[src/rtl/ten_g_eth_pkg.sv]
// Shared types and helpers for the 10G MAC user-side AXI-Stream port arbiter.
// Holds the arbiter state enum, default stream widths and the round-robin pick.
package ten_g_eth_pkg;

  localparam int ETH_DATA_W = 64;
  localparam int ETH_KEEP_W = ETH_DATA_W / 8;

  typedef enum logic [0:0] {
    IDLE,
    XFER
  } arb_state_e;

  // First set bit of req searching upward from ptr+1, wrapping at 16.
  // Callers zero-extend req, so unused high bits never win and the search
  // behaves as a wrap at the real port count.
  // The current ptr itself is tried last.
  function automatic logic [3:0] rr_next(
    input logic [15:0] req,
    input logic [3:0]  ptr
  );
    logic [3:0] idx;
    rr_next = ptr;
    for (int i = 16; i >= 1; i--) begin
      idx = ptr + 4'(i);
      if (req[idx]) rr_next = idx;
    end
  endfunction

endpackage

[src/rtl/ten_g_eth_axis_port_arb_if.sv]
// Stream bundle for the port arbiter: NUM_PORTS input lanes, one uplink.
// slave = arbiter view, master = MAC FIFO / switch-core view.
interface ten_g_eth_axis_port_arb_if #(
  parameter int NUM_PORTS = 4,
  parameter int DATA_W    = 64
);
  localparam int KEEP_W = DATA_W / 8;
  localparam int DEST_W = $clog2(NUM_PORTS);

  logic [NUM_PORTS*DATA_W-1:0] s_axis_tdata;
  logic [NUM_PORTS*KEEP_W-1:0] s_axis_tkeep;
  logic [NUM_PORTS-1:0]        s_axis_tvalid;
  logic [NUM_PORTS-1:0]        s_axis_tlast;
  logic [NUM_PORTS-1:0]        s_axis_tready;

  logic [DATA_W-1:0]           m_axis_tdata;
  logic [KEEP_W-1:0]           m_axis_tkeep;
  logic [DEST_W-1:0]           m_axis_tdest;
  logic                        m_axis_tvalid;
  logic                        m_axis_tlast;
  logic                        m_axis_tready;

  modport slave (
    input  s_axis_tdata, s_axis_tkeep,
    input  s_axis_tvalid, s_axis_tlast,
    output s_axis_tready,
    output m_axis_tdata, m_axis_tkeep,
    output m_axis_tdest, m_axis_tvalid,
    output m_axis_tlast,
    input  m_axis_tready
  );

  modport master (
    output s_axis_tdata, s_axis_tkeep,
    output s_axis_tvalid, s_axis_tlast,
    input  s_axis_tready,
    input  m_axis_tdata, m_axis_tkeep,
    input  m_axis_tdest, m_axis_tvalid,
    input  m_axis_tlast,
    output m_axis_tready
  );

endinterface

[src/rtl/ten_g_eth_axis_skid.sv]
// Registered 2-entry output buffer: in_* -> out_* with 1-cycle latency.
// Ports: clk/rst_n, in_{valid,ready,tdata,tkeep,tlast,tdest}, out_{...}.
module ten_g_eth_axis_skid #(
  parameter int DATA_W  = 64,
  parameter int TDEST_W = 2
) (
  input  logic                clk,
  input  logic                rst_n,
  input  logic                in_valid,
  output logic                in_ready,
  input  logic [DATA_W-1:0]   in_tdata,
  input  logic [DATA_W/8-1:0] in_tkeep,
  input  logic                in_tlast,
  input  logic [TDEST_W-1:0]  in_tdest,
  output logic                out_valid,
  input  logic                out_ready,
  output logic [DATA_W-1:0]   out_tdata,
  output logic [DATA_W/8-1:0] out_tkeep,
  output logic                out_tlast,
  output logic [TDEST_W-1:0]  out_tdest
);

  localparam int W = DATA_W + DATA_W/8 + 1 + TDEST_W;

  logic         out_valid_q, out_valid_d;
  logic [W-1:0] out_pay_q, out_pay_d;
  logic         sk_valid_q, sk_valid_d;
  logic [W-1:0] sk_pay_q, sk_pay_d;
  logic [W-1:0] in_pay;
  logic         in_fire;

  assign in_pay   = {in_tdata, in_tkeep, in_tlast, in_tdest};
  // Ready is a flop output: the skid slot absorbs the one beat
  // that arrives in the cycle the output stalls.
  assign in_ready = ~sk_valid_q;
  assign in_fire  = in_valid & ~sk_valid_q;

  always_comb begin
    out_valid_d = out_valid_q;
    out_pay_d   = out_pay_q;
    sk_valid_d  = sk_valid_q;
    sk_pay_d    = sk_pay_q;
    if (!out_valid_q || out_ready) begin
      if (sk_valid_q) begin
        out_valid_d = 1'b1;
        out_pay_d   = sk_pay_q;
        sk_valid_d  = 1'b0;
      end else begin
        out_valid_d = in_fire;
        if (in_fire) out_pay_d = in_pay;
      end
    end else if (in_fire) begin
      sk_valid_d = 1'b1;
      sk_pay_d   = in_pay;
    end
  end

  always_ff @(posedge clk or negedge rst_n) begin
    if (!rst_n) begin
      out_valid_q <= 1'b0;
      out_pay_q   <= '0;
      sk_valid_q  <= 1'b0;
      sk_pay_q    <= '0;
    end else begin
      out_valid_q <= out_valid_d;
      out_pay_q   <= out_pay_d;
      sk_valid_q  <= sk_valid_d;
      sk_pay_q    <= sk_pay_d;
    end
  end

  assign out_valid = out_valid_q;
  assign {out_tdata, out_tkeep, out_tlast, out_tdest} = out_pay_q;

endmodule

[src/rtl/ten_g_eth_axis_port_arb.sv]
// Packet-level round-robin arbiter merging NUM_PORTS MAC RX streams into one uplink tagged by tdest.
// Ports: axis_aclk, axis_aresetn, port_en, axis (stream bundle), busy; frame_cnt with ARB_FRAME_CNT_EN.
module ten_g_eth_axis_port_arb
  import ten_g_eth_pkg::*;
#(
  parameter int NUM_PORTS = 4,
  parameter int DATA_W    = ETH_DATA_W,
  parameter int CNT_W     = 32
) (
  input  logic                 axis_aclk,
  input  logic                 axis_aresetn,
  input  logic [NUM_PORTS-1:0] port_en,
  ten_g_eth_axis_port_arb_if.slave axis,
  output logic                 busy
`ifdef ARB_FRAME_CNT_EN
  ,
  output logic [NUM_PORTS*CNT_W-1:0] frame_cnt
`endif
);

  localparam int KEEP_W = DATA_W / 8;
  localparam int PTR_W  = $clog2(NUM_PORTS);

  arb_state_e           state_q, state_d;
  logic [PTR_W-1:0]     grant_q, grant_d;
  logic [PTR_W-1:0]     rr_ptr_q, rr_ptr_d;
  logic                 busy_q, busy_d;

  logic [NUM_PORTS-1:0] cand;
  logic [3:0]           pick;
  logic [NUM_PORTS-1:0] rdy;
  logic                 sel_valid;
  logic                 sel_last;
  logic [DATA_W-1:0]    sel_data;
  logic [KEEP_W-1:0]    sel_keep;
  logic                 sk_in_valid;
  logic                 sk_in_ready;

  assign cand      = axis.s_axis_tvalid & port_en;
  assign pick      = rr_next(16'(cand), 4'(rr_ptr_q));
  assign sel_valid = axis.s_axis_tvalid[grant_q];
  assign sel_last  = axis.s_axis_tlast[grant_q];
  assign sel_data  = axis.s_axis_tdata[grant_q*DATA_W +: DATA_W];
  assign sel_keep  = axis.s_axis_tkeep[grant_q*KEEP_W +: KEEP_W];

  always_comb begin
    state_d     = state_q;
    grant_d     = grant_q;
    rr_ptr_d    = rr_ptr_q;
    busy_d      = busy_q;
    rdy         = '0;
    sk_in_valid = 1'b0;
    unique case (state_q)
      IDLE: begin
        if (|cand) begin
          grant_d  = pick[PTR_W-1:0];
          rr_ptr_d = pick[PTR_W-1:0];
          state_d  = XFER;
          busy_d   = 1'b1;
        end
      end
      XFER: begin
        // Only the granted port sees ready; port_en is not
        // consulted here, so a running frame always completes.
        rdy[grant_q] = sk_in_ready;
        sk_in_valid  = sel_valid;
        if (sel_valid && sk_in_ready && sel_last) begin
          state_d = IDLE;
          busy_d  = 1'b0;
        end
      end
      default: begin
        state_d = IDLE;
        busy_d  = 1'b0;
      end
    endcase
  end

  always_ff @(posedge axis_aclk or negedge axis_aresetn) begin
    if (!axis_aresetn) begin
      state_q  <= IDLE;
      grant_q  <= '0;
      rr_ptr_q <= PTR_W'(NUM_PORTS - 1);
      busy_q   <= 1'b0;
    end else begin
      state_q  <= state_d;
      grant_q  <= grant_d;
      rr_ptr_q <= rr_ptr_d;
      busy_q   <= busy_d;
    end
  end

  assign axis.s_axis_tready = rdy;
  assign busy               = busy_q;

  ten_g_eth_axis_skid #(
    .DATA_W  (DATA_W),
    .TDEST_W (PTR_W)
  ) u_skid (
    .clk       (axis_aclk),
    .rst_n     (axis_aresetn),
    .in_valid  (sk_in_valid),
    .in_ready  (sk_in_ready),
    .in_tdata  (sel_data),
    .in_tkeep  (sel_keep),
    .in_tlast  (sel_last),
    .in_tdest  (grant_q),
    .out_valid (axis.m_axis_tvalid),
    .out_ready (axis.m_axis_tready),
    .out_tdata (axis.m_axis_tdata),
    .out_tkeep (axis.m_axis_tkeep),
    .out_tlast (axis.m_axis_tlast),
    .out_tdest (axis.m_axis_tdest)
  );

`ifdef ARB_FRAME_CNT_EN
  logic [NUM_PORTS*CNT_W-1:0] cnt_q, cnt_d;
  logic                       eof_out;

  assign eof_out = axis.m_axis_tvalid & axis.m_axis_tready
                 & axis.m_axis_tlast;

  always_comb begin
    cnt_d = cnt_q;
    for (int p = 0; p < NUM_PORTS; p++) begin
      if (eof_out && axis.m_axis_tdest == PTR_W'(p)
          && cnt_q[p*CNT_W +: CNT_W] != {CNT_W{1'b1}})
        cnt_d[p*CNT_W +: CNT_W] = cnt_q[p*CNT_W +: CNT_W] + 1'b1;
    end
  end

  always_ff @(posedge axis_aclk or negedge axis_aresetn) begin
    if (!axis_aresetn) cnt_q <= '0;
    else               cnt_q <= cnt_d;
  end

  assign frame_cnt = cnt_q;
`endif

endmodule

[src/flat_wrapper.sv]
// flat-port wrapper written by rule: the top's interface ports become plain ports
module ten_g_eth_axis_port_arb_flat import ten_g_eth_pkg::*;
#(
  parameter int NUM_PORTS = 4,
  parameter int DATA_W    = ETH_DATA_W,
  parameter int CNT_W     = 32
)
  (axis_aclk, axis_aresetn, port_en, busy, axis_s_axis_tdata, axis_s_axis_tkeep, axis_s_axis_tvalid, axis_s_axis_tlast, axis_s_axis_tready, axis_m_axis_tdata, axis_m_axis_tkeep, axis_m_axis_tdest, axis_m_axis_tvalid, axis_m_axis_tlast, axis_m_axis_tready);
  ten_g_eth_axis_port_arb_if #(.NUM_PORTS(NUM_PORTS), .DATA_W(DATA_W)) axis_i ();
  input  logic axis_aclk;
  input  logic axis_aresetn;
  input  logic [NUM_PORTS-1:0] port_en;
  output logic busy;
  input wire logic [$bits(axis_i.s_axis_tdata)-1:0] axis_s_axis_tdata;
  input wire logic [$bits(axis_i.s_axis_tkeep)-1:0] axis_s_axis_tkeep;
  input wire logic [$bits(axis_i.s_axis_tvalid)-1:0] axis_s_axis_tvalid;
  input wire logic [$bits(axis_i.s_axis_tlast)-1:0] axis_s_axis_tlast;
  output wire logic [$bits(axis_i.s_axis_tready)-1:0] axis_s_axis_tready;
  output wire logic [$bits(axis_i.m_axis_tdata)-1:0] axis_m_axis_tdata;
  output wire logic [$bits(axis_i.m_axis_tkeep)-1:0] axis_m_axis_tkeep;
  output wire logic [$bits(axis_i.m_axis_tdest)-1:0] axis_m_axis_tdest;
  output wire logic [$bits(axis_i.m_axis_tvalid)-1:0] axis_m_axis_tvalid;
  output wire logic [$bits(axis_i.m_axis_tlast)-1:0] axis_m_axis_tlast;
  input wire logic [$bits(axis_i.m_axis_tready)-1:0] axis_m_axis_tready;
  assign axis_i.s_axis_tdata = axis_s_axis_tdata;
  assign axis_i.s_axis_tkeep = axis_s_axis_tkeep;
  assign axis_i.s_axis_tvalid = axis_s_axis_tvalid;
  assign axis_i.s_axis_tlast = axis_s_axis_tlast;
  assign axis_s_axis_tready = axis_i.s_axis_tready;
  assign axis_m_axis_tdata = axis_i.m_axis_tdata;
  assign axis_m_axis_tkeep = axis_i.m_axis_tkeep;
  assign axis_m_axis_tdest = axis_i.m_axis_tdest;
  assign axis_m_axis_tvalid = axis_i.m_axis_tvalid;
  assign axis_m_axis_tlast = axis_i.m_axis_tlast;
  assign axis_i.m_axis_tready = axis_m_axis_tready;
  ten_g_eth_axis_port_arb #(.NUM_PORTS(NUM_PORTS), .DATA_W(DATA_W), .CNT_W(CNT_W)) u_core (.axis_aclk(axis_aclk), .axis_aresetn(axis_aresetn), .port_en(port_en), .axis(axis_i), .busy(busy));
endmodule
[config.mk]
export PLATFORM = sky130hd
export DESIGN_NAME = ten_g_eth_axis_port_arb_flat
export DESIGN_NICKNAME = d
export VERILOG_FILES = /design/src/rtl/ten_g_eth_pkg.sv /design/src/rtl/ten_g_eth_axis_port_arb_if.sv /design/src/rtl/ten_g_eth_axis_skid.sv /design/src/rtl/ten_g_eth_axis_port_arb.sv /design/src/flat_wrapper.sv
export SDC_FILE = /design/constraint.sdc
export NUM_CORES = 1
export LEC_CHECK = 0
export CORE_ASPECT_RATIO = 0.9
export CORE_MARGIN = 3
export CORE_UTILIZATION = 35
export CTS_BUF_LIST = sky130_fd_sc_hd__clkbuf_4
export DETAILED_ROUTE_END_ITERATION = 16
export PLACE_DENSITY = 0.69
export REMOVE_ABC_BUFFERS = 1
export SKIP_CTS_REPAIR_TIMING = 1
export SLEW_MARGIN = 20
export SYNTH_ARGS = -nofsm -noshare
export SYNTH_HDL_FRONTEND = slang
export SYNTH_SLANG_ARGS = --single-unit
[constraint.sdc]
create_clock -name axis_aclk -period 3.1 [get_ports axis_aclk]
set_clock_uncertainty 0.1 [all_clocks]
set_input_delay 0.31 -clock axis_aclk [delete_from_list [all_inputs] [get_ports axis_aclk]]
set_output_delay 0.31 -clock axis_aclk [all_outputs]
set_load 0.1 [all_outputs]
Word-level counts from Yosys, hierarchy flattened --
Index checks and enable logic that the tools add are counted. Widths: inputs -> output; s select.
Storage, ports and cells: output and inout bits 81, word-level logic and storage cells 126, register bits 158, bits of input ports 303
Operators by class: shift operators 2, equality and inequality tests 2, bitwise gates (word level) 6, mux-type cells 64, magnitude comparators 17, $add $sub $neg 15, reduce and logical (&&, ||, !) cells 12
Operators by type and width (number):
- $shiftx 256x9->64 | 1
- $mux 75 | 2
- $bmux 1 s4 | 15
- $lt 4x5->1 const B | 12
- $shiftx 32x6->8 | 1
- $mux 2 | 15
- $mux 1 | 26
- $add 2x3->4 const B | 4
- $add 2x4->4 const B | 4
- $lt 3x5->1 const B | 3
- $add 3x3->4 const B | 2
- $and 4x4->4 | 2
- $reduce_and 2->1 | 4
- $add 2x2->3 const B | 2
- $add 3x1->4 const B | 1
- $add 3x2->4 const B | 1
- $bmux 1 s2 | 2
- $mux 4 | 1
- $pmux 1 s2 | 2
- $reduce_bool 2->1 | 2
- $reduce_or 4->1 | 1
- $add 2x1->3 const B | 1
- $logic_and 1x1->1 | 3
- $lt 2x3->1 const B | 1
- 8 further kinds | 10

Longest topological paths before layout --
depth after elaboration 18, depth in mapped cells 8, mapped depth without buffers 6

By module --
A second synthesis with hierarchy kept.
Second synthesis, totals: cell total of the unflattened synthesis 575, area total of the unflattened synthesis 9305.2 um^2
By module, submodules not included:
- ten_g_eth_axis_skid | seq. area each 3803.6 um^2, cells each 409, area an instance 6941.7 um^2, times used 1
- ten_g_eth_axis_port_arb | seq. area each 152.6 um^2, cells each 166, area an instance 2363.5 um^2, times used 1

Worst setup path after synthesis --
OpenSTA, ideal clock, no wires.
kind reg-to-output, start point register u_core.grant_q[1], end point output port axis_s_axis_tready[0], slack -227 ps, path buffers 2, data arrival time 2917 ps, data required time 2690 ps, cell stages (with the launch flop) 4, path through dfrtp_1 buf_6 clkbuf_1 nor3b_1
On the way: longest elaborated chain between the ends 6, elaborated cells between the ends (all ways) 7, those cells by class order compare (2); mux (3); bitwise (1); reduce/logical (1)
Ends and longest elaborated chain:
- from (decl) | RTL line ten_g_eth_axis_port_arb.sv:25 | logic [PTR_W-1:0] grant_q, grant_d;
- from (signal assigned) | RTL line ten_g_eth_axis_port_arb.sv:87 | grant_q <= grant_d;
- $lt 2x3->1 (implied by the code) / $ge 2x1->1 (equally long branches) | RTL line ten_g_eth_axis_port_arb.sv:65 | rdy[grant_q] = sk_in_ready;
- $logic_and 1x1->1 (implied by the code) | RTL line ten_g_eth_axis_port_arb.sv:65
- $mux 1 (implied by the code) | RTL line ten_g_eth_axis_port_arb.sv:65
- $demux 1 s2 (*)
- $and 4x4->4 (no source line) (*)
- $mux 4 (*) | RTL line ten_g_eth_axis_port_arb.sv:53 | unique case (state_q)
- to (decl) | RTL line flat_wrapper.sv:18 | output wire logic [$bits(axis_i.s_axis_tready)-1:0] axis_s_axis_tready;
Mark *: on every way between the ends. The rest lies on a longest branch, timed or not.

Worst setup path after layout --
start point register u_core.rr_ptr_q[0], end point register u_core.grant_q[1]
On the way: longest elaborated chain between the ends 18, elaborated cells between the ends (all ways) 60, those cells by class add/sub (15); mux (45)
Ends and longest elaborated chain:
- from (decl) | RTL line ten_g_eth_axis_port_arb.sv:26 | logic [PTR_W-1:0] rr_ptr_q, rr_ptr_d;
- from (signal assigned) | RTL line ten_g_eth_axis_port_arb.sv:83 | rr_ptr_q <= PTR_W'(NUM_PORTS - 1);
- from (signal assigned) | RTL line ten_g_eth_axis_port_arb.sv:88 | rr_ptr_q <= rr_ptr_d;
- $add 3x1->4 | RTL line ten_g_eth_pkg.sv:24 | idx = ptr + 4'(i);
- $bmux 1 s4 | RTL line ten_g_eth_pkg.sv:25 | if (req[idx]) rr_next = idx;
- $mux 1 (implied by the code) | RTL line ten_g_eth_pkg.sv:25
- $mux 2 (14 in a row) | RTL line ten_g_eth_pkg.sv:25
- $mux 2 (*) | RTL line ten_g_eth_pkg.sv:25
Mark *: on every way between the ends. The rest lies on a longest branch, timed or not. The select of a mux whose other input is x is not followed. A chain may end at the register's enable or synchronous reset.

==> out/results.txt <==
#FFs+latches synth = 158
Worst-path cell with the longest stage delay = dfstp_2
Floorplan row count = 53
WP data required = 3.38 ns
Area of the mapped netlist = 8640 µm²
Final core utilization = 53.6%
Largest net degree at the start of global routing = 81
Synth cell types = 43
Post-Layout Cell Count = 1326
DRT Pass-1 Iters = 6
Vias in the first global route = 6999
Period utilization = 84.5%
Iter 0 DRT Violations = 323
CTS tree = done
Clock tree buffer depth = 2
Routability-driven placement congestion ratio = 0.770
Asr flop ratio synth = 100%
Final WL = 24000 µm
Initial Util = 36.3%
CTS H-tree depth = 4
HP Class = input port to async pin
Max Freq = 382 MHz
Global-route wire length before repair = 36400 µm
DRT antenna net count = 0
Vias per inst = 5.06
R2r startpoint = u_core.rr_ptr_q[0]$_DFFE_PN1P_
Clk_lat worst skew = 0.54 ns
Fillers = 2129
Initial antenna violation count = 1
Commonest non-fill, non-tap cell in the layout = clkdlybuf4s50_1
Share of the synthesized area in the top cell type = 45.2%
Yosys top cell by area = dfrtp_1
CP Buf/Inv Count = 1
Crit Path Class = flip-flop to flip-flop
Max_cap viols = 0
Mux contribution to synthesized area = 38.4%
Via Count = 6712
Leakage = 5.02 nW
Worst R2R Path Depth = 6
Clk slew on worst S/H paths = 0.16 ns
Slew Viols, Final = 0
Ys Warns = 0
Seq/Total Area, Yosys = 45.8%
Status = finished, final reports clean
Worst slew margin = 44.9%
Startpoint types = flip-flop
Top FF cell, synth = dfrtp_1
Crit. End Element = flip-flop
Number of CTS-inserted buffers = 17
Critical R2R Capture = u_core.grant_q[1]$_DFFE_PN0P_
Die H = 155 µm
Final setup viols = 0
Fin nets = 1315
Die Wd = 172 µm
I/O Pins = 384
Synth Area in Compound Gates = 5.82%
Synth Area in Simple Gates = 5.76%
Die area = 26600 µm²
Inst Count DP = 1292
Core outline area = 23800 µm²
Multi-input logic area = 4370 µm²
Peak supply drop = 658 µV
DP HPWL = 18100 µm
RSZ-0062 raised after global routing = false
Most frequent cells in the layout = clkdlybuf4s50_1 (301), dfrtp_1 (153), buf_4 (87)
Final Hold Vio Count = 0
CP Cell Sequence = inv_1, ha_1, mux4_2, nand2_1, a2111oi_1, nor4_1
Post-synth EDFFs = 0
Worst Setup EP = u_core.grant_q[1]$_DFFE_PN0P_
DRC = 0
Xor and xnor area share after synthesis = 0.203%
Critical path peak fanout = 10
R2r setup slk = 0.48 ns
Stages on worst setup path = 6
Synth top area cells = dfrtp_1 (45%), mux4_2 (20%), mux2i_1 (8.7%)
Final min period = 2.62 ns
Largest family of logic cells by synthesized area = multiplexers
Hold WS = 0.219 ns
Congestion Overflow GR = 0
CTS sink count = 158
Layout cell share with drive strength beyond 1 = 23.1%
Cells after synthesis = 648
Critical Path Max Stage Delay = 0.68 ns
CP arrival = 2.90 ns
Drt wl/cell = 18.1 µm
Avg Cell Area, Syn = 13.3 µm²
Overall routing resource usage = 17.5%
Register Area = 3970 µm²
CP Launch Point = u_core.rr_ptr_q[0]$_DFFE_PN1P_
Slew @ Worst Pin = 0.826 ns
IO Port Bufs = 383
Post-synthesis adder-cell area fraction = 0.290%
Root buffer cell = clkbuf_4
Synth-to-layout area growth = 47.7%
Cell family with the largest share of critical-path delay = flip-flops
P per Cell Area = 1170 nW/µm²
[report_power, final]
group	internal, mW	leakage (nW)	switching, mW
combinational	3.36	3.08	6.68
clock	0.338	0.122	0.778
sequential	3.17	1.82	0.619
[sequential cells by signal (all words and copies together), names as in the netlist]
signal and cells:
u_core.busy 1, u_core.grant_q 2, u_core.rr_ptr_q 2, u_core.state_q 1
u_core.u_skid.out_pay_q 75, u_core.u_skid.out_valid 1, u_core.u_skid.sk_pay_q 75, u_core.u_skid.sk_valid_q 1
[worst min path at each step]
stage                     cells past startpoint                                 endpoint
after floorplan                               0                  u_core.busy$_DFFE_PN0P_
after global placement                        1   u_core.u_skid.out_pay_q[9]$_DFFE_PN0P_
after detailed placement                      1  u_core.u_skid.out_pay_q[62]$_DFFE_PN0P_
after CTS                                     1  u_core.u_skid.out_pay_q[62]$_DFFE_PN0P_
after global routing                          2  u_core.u_skid.out_pay_q[62]$_DFFE_PN0P_
final                                         2  u_core.u_skid.out_pay_q[62]$_DFFE_PN0P_
[cells by family (layout without fill, tap and decap cells)]
logic type                 count (synthesis)  after routing
and+or+nand+nor                          112            112
AOI/OAI and AO/OA                         91             91
xor gates and xnor gates                   2              2
DFF                                      158            158
other                                      0              1
muxes                                    227            227
adders and majority gates                  2              2
buffers and inverters                     56            431
[layout make-up]
cell class,count,area share (%)
clock buffer,18,1.06
multi-input combinational,434,34.2
inverter,4,0.118
clock inverter,14,0.843
timing repair buffer,395,29.7
tap,302,2.96
sequential,158,31.1
antenna,1,0.0196
[cells in the mapped netlist, drive strengths merged (3+ instances only)]
library cell / number
a21oi: 79
nand2: 9
nor2b: 3
mux4: 76
clkbuf: 21
nand3b: 3
nor2: 80
dfrtp: 156
mux2: 76
and2: 5
nand3: 3
inv: 4
mux2i: 75
buf: 31
[metal layers]
metal / track usage, % / vias up / wire length (µm)
li1: - / 3154 / -
met1: 21.0 / 3298 / 9590
met2: 30.6 / 253 / 12000
met3: 6.66 / 7 / 2300
met4: 2.80 / 0 / 123
met5: 0 / - / 0
[per-stage QoR]
step	setup TNS, ns	setup slack (ns)	power, mW	area (µm²)
finish	0	0.480	14.9	12800
detailed placement	0	0.519	14.0	12500
CTS	0	0.505	15.2	12800
global placement	0	0.561	13.9	12500
global route	0	0.306	15.9	12800
floorplan	-474.88	-4.01	11.7	8330
Power figures use the tool's default switching activity.
